`config.mk`:
```
export PLATFORM = sky130hd
export DESIGN_NAME = g18_wb_flash_bridge
export DESIGN_NICKNAME = d
export VERILOG_FILES = /design/src/rtl/mexiko_g18_pkg.sv /design/src/rtl/g18_wb_flash_bridge.sv
export SDC_FILE = /design/constraint.sdc
export NUM_CORES = 1
export LEC_CHECK = 0
export ABC_AREA = 1
export BUFFER_PORTS_ARGS = -buffer_cell sky130_fd_sc_hd__buf_2
export CORE_UTILIZATION = 50
export CTS_CLUSTER_DIAMETER = 50
export DETAILED_ROUTE_END_ITERATION = 7
export PLACE_DENSITY = 0.75
export SLEW_MARGIN = 20
export SYNTH_ARGS = -nofsm -noshare
export SYNTH_HDL_FRONTEND = slang
export SYNTH_SLANG_ARGS = --single-unit
```
`constraint.sdc`:
```
create_clock -name sys_clk_i -period 1.67 [get_ports sys_clk_i]
set_input_delay 0.2505 -clock sys_clk_i [delete_from_list [all_inputs] [get_ports sys_clk_i]]
set_output_delay 0.2505 -clock sys_clk_i [all_outputs]
set_load 0.02 [all_outputs]
```
`src/rtl/mexiko_g18_pkg.sv`:
```
// Shared types and constants for the G18 BPI flash bridge.
// Holds the fetch FSM state encoding plus the flash address and data widths.
package mexiko_g18_pkg;

  typedef enum logic [1:0] {
    IDLE,
    HI,
    LO,
    ACK
  } g18_state_t;

  localparam int G18_ADDR_BITS = 23;
  localparam int G18_DATA_BITS = 16;

endpackage

```
`src/rtl/g18_wb_flash_bridge.sv`:
```
// Read-only Wishbone B3 classic slave that fetches 32-bit words from the
// 16-bit G18 BPI flash. Each word takes two halfword reads, high half first.
// A one-word buffer (data + tag + valid) answers a repeated read in one cycle.
//
// Ports
//   sys_clk_i, sys_rst_ni       clock, asynchronous active-low reset
//   wb_adr_i/dat_i/sel_i/we_i   Wishbone request (only adr[ADDR_BITS:2] and we are used)
//   wb_cyc_i, wb_stb_i          Wishbone cycle / strobe
//   wb_dat_o, wb_ack_o          read data and one-cycle read acknowledge
//   wb_err_o                    one-cycle error pulse for any write
//   cache_inv_i                 clears the word buffer
//   g18_adr_o, g18_dat_i        flash halfword address / read data
//   g18_wen_o                   flash write enable (active low, held high)
import mexiko_g18_pkg::*;

module g18_wb_flash_bridge #(
  parameter int WAIT_CYCLES = 1,
  parameter int ADDR_BITS   = G18_ADDR_BITS
) (
  input  logic                     sys_clk_i,
  input  logic                     sys_rst_ni,
  input  logic [31:0]              wb_adr_i,
  input  logic [31:0]              wb_dat_i,
  input  logic [3:0]               wb_sel_i,
  input  logic                     wb_we_i,
  input  logic                     wb_cyc_i,
  input  logic                     wb_stb_i,
  output logic [31:0]              wb_dat_o,
  output logic                     wb_ack_o,
  output logic                     wb_err_o,
  input  logic                     cache_inv_i,
  output logic [ADDR_BITS-1:0]     g18_adr_o,
  input  logic [G18_DATA_BITS-1:0] g18_dat_i,
  output logic                     g18_wen_o
);

  localparam int WORD_BITS = ADDR_BITS - 1;
  localparam int CNT_W     = (WAIT_CYCLES < 1) ? 1 : $clog2(WAIT_CYCLES + 1);

  g18_state_t                 state_q, state_d;
  logic [CNT_W-1:0]           cnt_q;
  logic [WORD_BITS-1:0]       word_q;
  logic [G18_DATA_BITS-1:0]   hi_q;
  logic [31:0]                buf_q;
  logic [WORD_BITS-1:0]       tag_q;
  logic                       valid_q;
  logic                       ack_q;    // hit acknowledge
  logic                       err_q;
  logic                       abort_q;  // master dropped cyc during the fetch
  logic [31:0]                dat_q;
  logic [ADDR_BITS-1:0]       adr_q;

  logic [WORD_BITS-1:0]       word;
  logic                       req;
  logic                       hit;
  logic                       cnt_zero;
  logic                       abort_now;

  // Byte lanes, write data and out-of-window address bits do not affect a read.
  logic unused_inputs;
  assign unused_inputs = ^{wb_dat_i, wb_sel_i, wb_adr_i[31:ADDR_BITS+1], wb_adr_i[1:0]};

  assign word      = wb_adr_i[ADDR_BITS:2];
  assign cnt_zero  = (cnt_q == '0);
  assign abort_now = abort_q || !wb_cyc_i;
  // A pending ack/err pulse blocks acceptance so a request is never answered twice.
  assign req       = (state_q == IDLE) && wb_cyc_i && wb_stb_i && !ack_q && !err_q;
  // An invalidate arriving with the request forces a refetch.
  assign hit       = valid_q && (tag_q == word) && !cache_inv_i;

  // NOTE: every output of an always_comb gets a default first, so no path can
  // leave it unassigned and infer a latch.
  always_comb begin
    state_d  = state_q;
    wb_ack_o = ack_q || (state_q == ACK);
    unique case (state_q)
      IDLE: if (req && !wb_we_i && !hit) state_d = HI;
      HI:   if (cnt_zero) state_d = LO;
      LO:   if (cnt_zero) state_d = abort_now ? IDLE : ACK;
      ACK:  state_d = IDLE;
      default: state_d = IDLE;
    endcase
  end

  // NOTE: the word buffer is a single register, so it is reset along with the
  // rest of the state; a true RAM array would be left unreset.
  always_ff @(posedge sys_clk_i or negedge sys_rst_ni) begin
    if (!sys_rst_ni) begin
      state_q <= IDLE;
      cnt_q   <= '0;
      word_q  <= '0;
      hi_q    <= '0;
      buf_q   <= '0;
      tag_q   <= '0;
      valid_q <= 1'b0;
      ack_q   <= 1'b0;
      err_q   <= 1'b0;
      abort_q <= 1'b0;
      dat_q   <= '0;
      adr_q   <= '0;
    end else begin
      // NOTE: non-blocking assignments so every register updates from the
      // values present before this edge, regardless of statement order.
      state_q <= state_d;
      ack_q   <= 1'b0;
      err_q   <= 1'b0;
      if (cache_inv_i) valid_q <= 1'b0;

      unique case (state_q)
        IDLE: begin
          if (req) begin
            if (wb_we_i) begin
              err_q <= 1'b1;
            end else if (hit) begin
              ack_q <= 1'b1;
              dat_q <= buf_q;
            end else begin
              word_q  <= word;
              adr_q   <= {word, 1'b0};
              cnt_q   <= CNT_W'(WAIT_CYCLES);
              abort_q <= 1'b0;
            end
          end
        end
        HI: begin
          abort_q <= abort_now;
          if (cnt_zero) begin
            hi_q  <= g18_dat_i;
            adr_q <= {word_q, 1'b1};
            cnt_q <= CNT_W'(WAIT_CYCLES);
          end else begin
            cnt_q <= cnt_q - CNT_W'(1);
          end
        end
        LO: begin
          abort_q <= abort_now;
          if (cnt_zero) begin
            buf_q   <= {hi_q, g18_dat_i};
            tag_q   <= word_q;
            // Invalidate in the final cycle wins; the fetched word still goes out.
            valid_q <= !cache_inv_i;
            dat_q   <= {hi_q, g18_dat_i};
          end else begin
            cnt_q <= cnt_q - CNT_W'(1);
          end
        end
        default: ;
      endcase
    end
  end

  assign wb_dat_o  = dat_q;
  assign wb_err_o  = err_q;
  assign g18_adr_o = adr_q;
  assign g18_wen_o = 1'b1;

endmodule
```
==> parameters.txt <==
Parameter                              Value

Worst setup path
  Maximum single-stage delay on the critical path    0.40 ns
  Worst EP required    around 2.0 ns
  Critical path launch point type    register
  Arrival time at the worst endpoint    2.15 ns
  Crit path cell chain    nand2_1 > nand2_1 > nor2_1 > nand2_1 > nor2_4 > nand3_4 > nand2_4 > nand2_8 > buf_4 > clkbuf_16 > nand4_1 > nand2_1
  Number of buffers and inverters on the critical path    2
  Family with the most delay on the worst path    simple AND/OR/NAND/NOR gates
  Instance count on the critical path    12
  Cell with the largest stage delay on the worst path    dfrtp_1
  Worst-path maximum fanout    5
  Top cell by count, worst path    nand2_1
  Category of the critical setup timing path    reg2reg
  Cell count of the worst reg-to-reg path    12
  Endpoint class of the critical path    register

STA
  Rel. slew slack    65.4%
  Worst Slack Setup Final    -0.165 ns
  Fin crit period    between 1.5 and 2 ns
  Worst clock skew on the final layout    ~0.011 ns
  Period utilization    110%
  Worst Max-Slew Pin Slew    0.519 ns
  Timing-limited maximum frequency    545 MHz
  Setup TNS Final    -7.71 ns
  Endpoints failing setup    82
  Max-slew violation count    0
  Unrepaired setup endpoints after global routing    yes
  Final Hold Viols    0

Place
  Detailed placement HPWL    between 10 and 15 mm
  Worst slack at placement    -0.0867 ns
  Post-place instance area    a little over 8000 µm²
  Final weighted congestion of routability-driven global placement    0.802
  Number of port buffers    100
  Placed Cells incl. Taps    ~1200

Layout
  Most common cell after layout, fill and taps aside    nand2_1
  Share of layout cells above drive strength 1    33.4%
  Number of diodes added for antenna fixing    0
  Utilization after layout    between 60 and 70%
  Final layout net count    about 1100
  Count of filler cells inserted in the layout    1017
  Cell Count, Final, Fillers Out    1212
  Top library cells by usage in the layout, fill and taps aside    nand2_1, dfrtp_1, buf_2
  Final design area excluding fillers    9580 µm²
  Area Growth Syn to Fin    35.0%

Drt
  Final wirelength    20.2 mm
  Average via count per standard cell    5.40
  Post-route ant nets    0
  Average routed wire per standard cell    16.7 µm
  Total number of vias    6544
  DRC    0
  Detailed Route Iter0 Violations    586
  First drt pass iteration count    5

Die
  Width of the die    between 100 and 150 µm
  Die outline height    121 µm
  Area enclosed by the die boundary    14700 µm²
  Starting density of the core    51.1%
  Number of standard-cell rows in the floorplan    43
  Placeable core area    13900 µm²
  Total I/O pin count    148

CTS
  Clock tree sinks    154
  Clock latency on the worst-skew pair    0.43 ns
  Clock Tree Root    clkbuf_16
  Clock tree from TritonCTS    built
  Max clock buf depth    2
  Clk slew on worst S/H paths    0.06 ns
  Number of buffers inserted during clock tree synthesis    17
  H-tree levels    4

Global routing
  Via count of the first global-routing pass    5583
  Pin count of the biggest net entering global routing    49
  First-pass GRT wire length    27.6 mm
  Initial antenna violation count    0
  Tot GR Track Use    24.6%
  Remaining global-route overflow    0

Power
  VDD IR max    0.00126 V
  Leakage dissipation    5.00 nW
  Power density cells    just over 2000 nW/µm²

Min path
  Hold-critical path depth    2
  Path class of the lowest-slack min-delay path    in2reg

Logic synthesis
  Avg Inst Size Synth    8.13 µm²
  Sequential share of the synthesized area    a little over half
  Cell Area, Synth    7100 µm²
  Synth Register Bits    ~150
  Total nets after synthesis    969
  Total of warnings raised by yosys    0
  Netlist cell types    29
  Post-Syn Instances    873

Status
  Outcome    complete, but fails checks
  Violations in the final reports    negative setup slack

Flow run
  Number of max-cap violations    0
[worst register-to-register path: cells and delay by family, from the launching register on]
kind | cells | cell delay [ns]
buffers and inverters | 2 | 0.29
flip-flops | 1 | 0.40
AND/OR/NAND/NOR | 10 | 1.02
[timing repair]
item                                    in CTS  in global routing
resized for setup                           22                151
endpoints found under the setup margin      59                101
pin swaps                                    4                 18
gates cloned                                 2                 12
setup buffers                                3                  5
hold buffers                                 1                  0
hold endpoints to repair                    44                  0
[cell families after synthesis]
kind of cell | Yosys count | synth area share [%]
flip-flops | 154 | 54.3
multiplexers | 2 | 0.317
adder cells (fa/ha/maj) | 6 | 1.06
buffers and inverters | 136 | 8.39
other | 1 | 0.0528
XOR/XNOR | 1 | 0.123
AO/OA/AOI/OAI | 152 | 10.9
AND/OR/NAND/NOR | 421 | 24.9
[path summary, 6_finish.rpt]
check | start | endpoint | slack (ns)
max in group asynchronous | sys_rst_ni | tag_q[19] | 0.75
min in group asynchronous | sys_rst_ni | tag_q[11] | 0.35
worst max register to register | tag_q[17] | g18_adr_o[18] | -0.17
worst min register to register | wb_dat_o[0] | wb_dat_o[0] | 0.47
worst min-delay path | cache_inv_i | valid_q | 0.02
worst max-delay path | tag_q[17] | g18_adr_o[18] | -0.17
[flip-flops by register name, summed over array words and instances (netlist names)]
signal	count
abort_q	1
ack_q	1
buf_q	32
cnt_q	1
g18_adr_o	23
hi_q	16
state_q	2
tag_q	22
valid_q	1
wb_dat_o	32
wb_err_o	1
word_q	22
[area by class of cell]
cell class | count | area (µm²) | share of cell area [%]
tap | 180 | 225 | 2.35
multi-input combinational | 583 | 3040 | 31.7
inverter | 86 | 324 | 3.38
sequential | 154 | 3850 | 40.2
timing repair buffer | 178 | 1530 | 15.9
clock buffer | 21 | 470 | 4.91
clock inverter | 10 | 141 | 1.48
[report_power, final]
part / internal (mW) / switching, mW
clock: 2.46 / 1.55
sequential: 5.46 / 1.10
combinational: 3.62 / 5.50
[metrics by stage]
step	total power, mW	hold slack, ns
after CTS	17.9	0.00368
after global routing	20.9	0.0207
after global placement	13.3	0.237
after detailed placement	13.5	0.241
final	19.7	0.0212
after floorplan	11.2	-0.0451
[Yosys cell counts, drive strengths merged]
master,n,area [µm²]
nand4,25,156
nand3,38,208
nor3b,1,12.5
o21ai,98,502
nor2,71,289
buf,22,168
xnor2,1,8.76
a21oi,54,270
ha,6,75.1
conb,1,3.75
dfrtp,154,3850
or2,1,6.26
inv,85,319
clkinv,1,3.75
nand2,285,1090
clkbuf,28,105
mux2,2,22.5
[metal layers]
layer  wire length, µm  up-vias  GRT usage, %
met4               646        0          7.33
met1              8230     3143          32.9
met3              1220       62          5.03
met5                 0        -             0
li1                  -     3075             -
met2             10100      264          40.4
(Power assumes the default switching activity.)
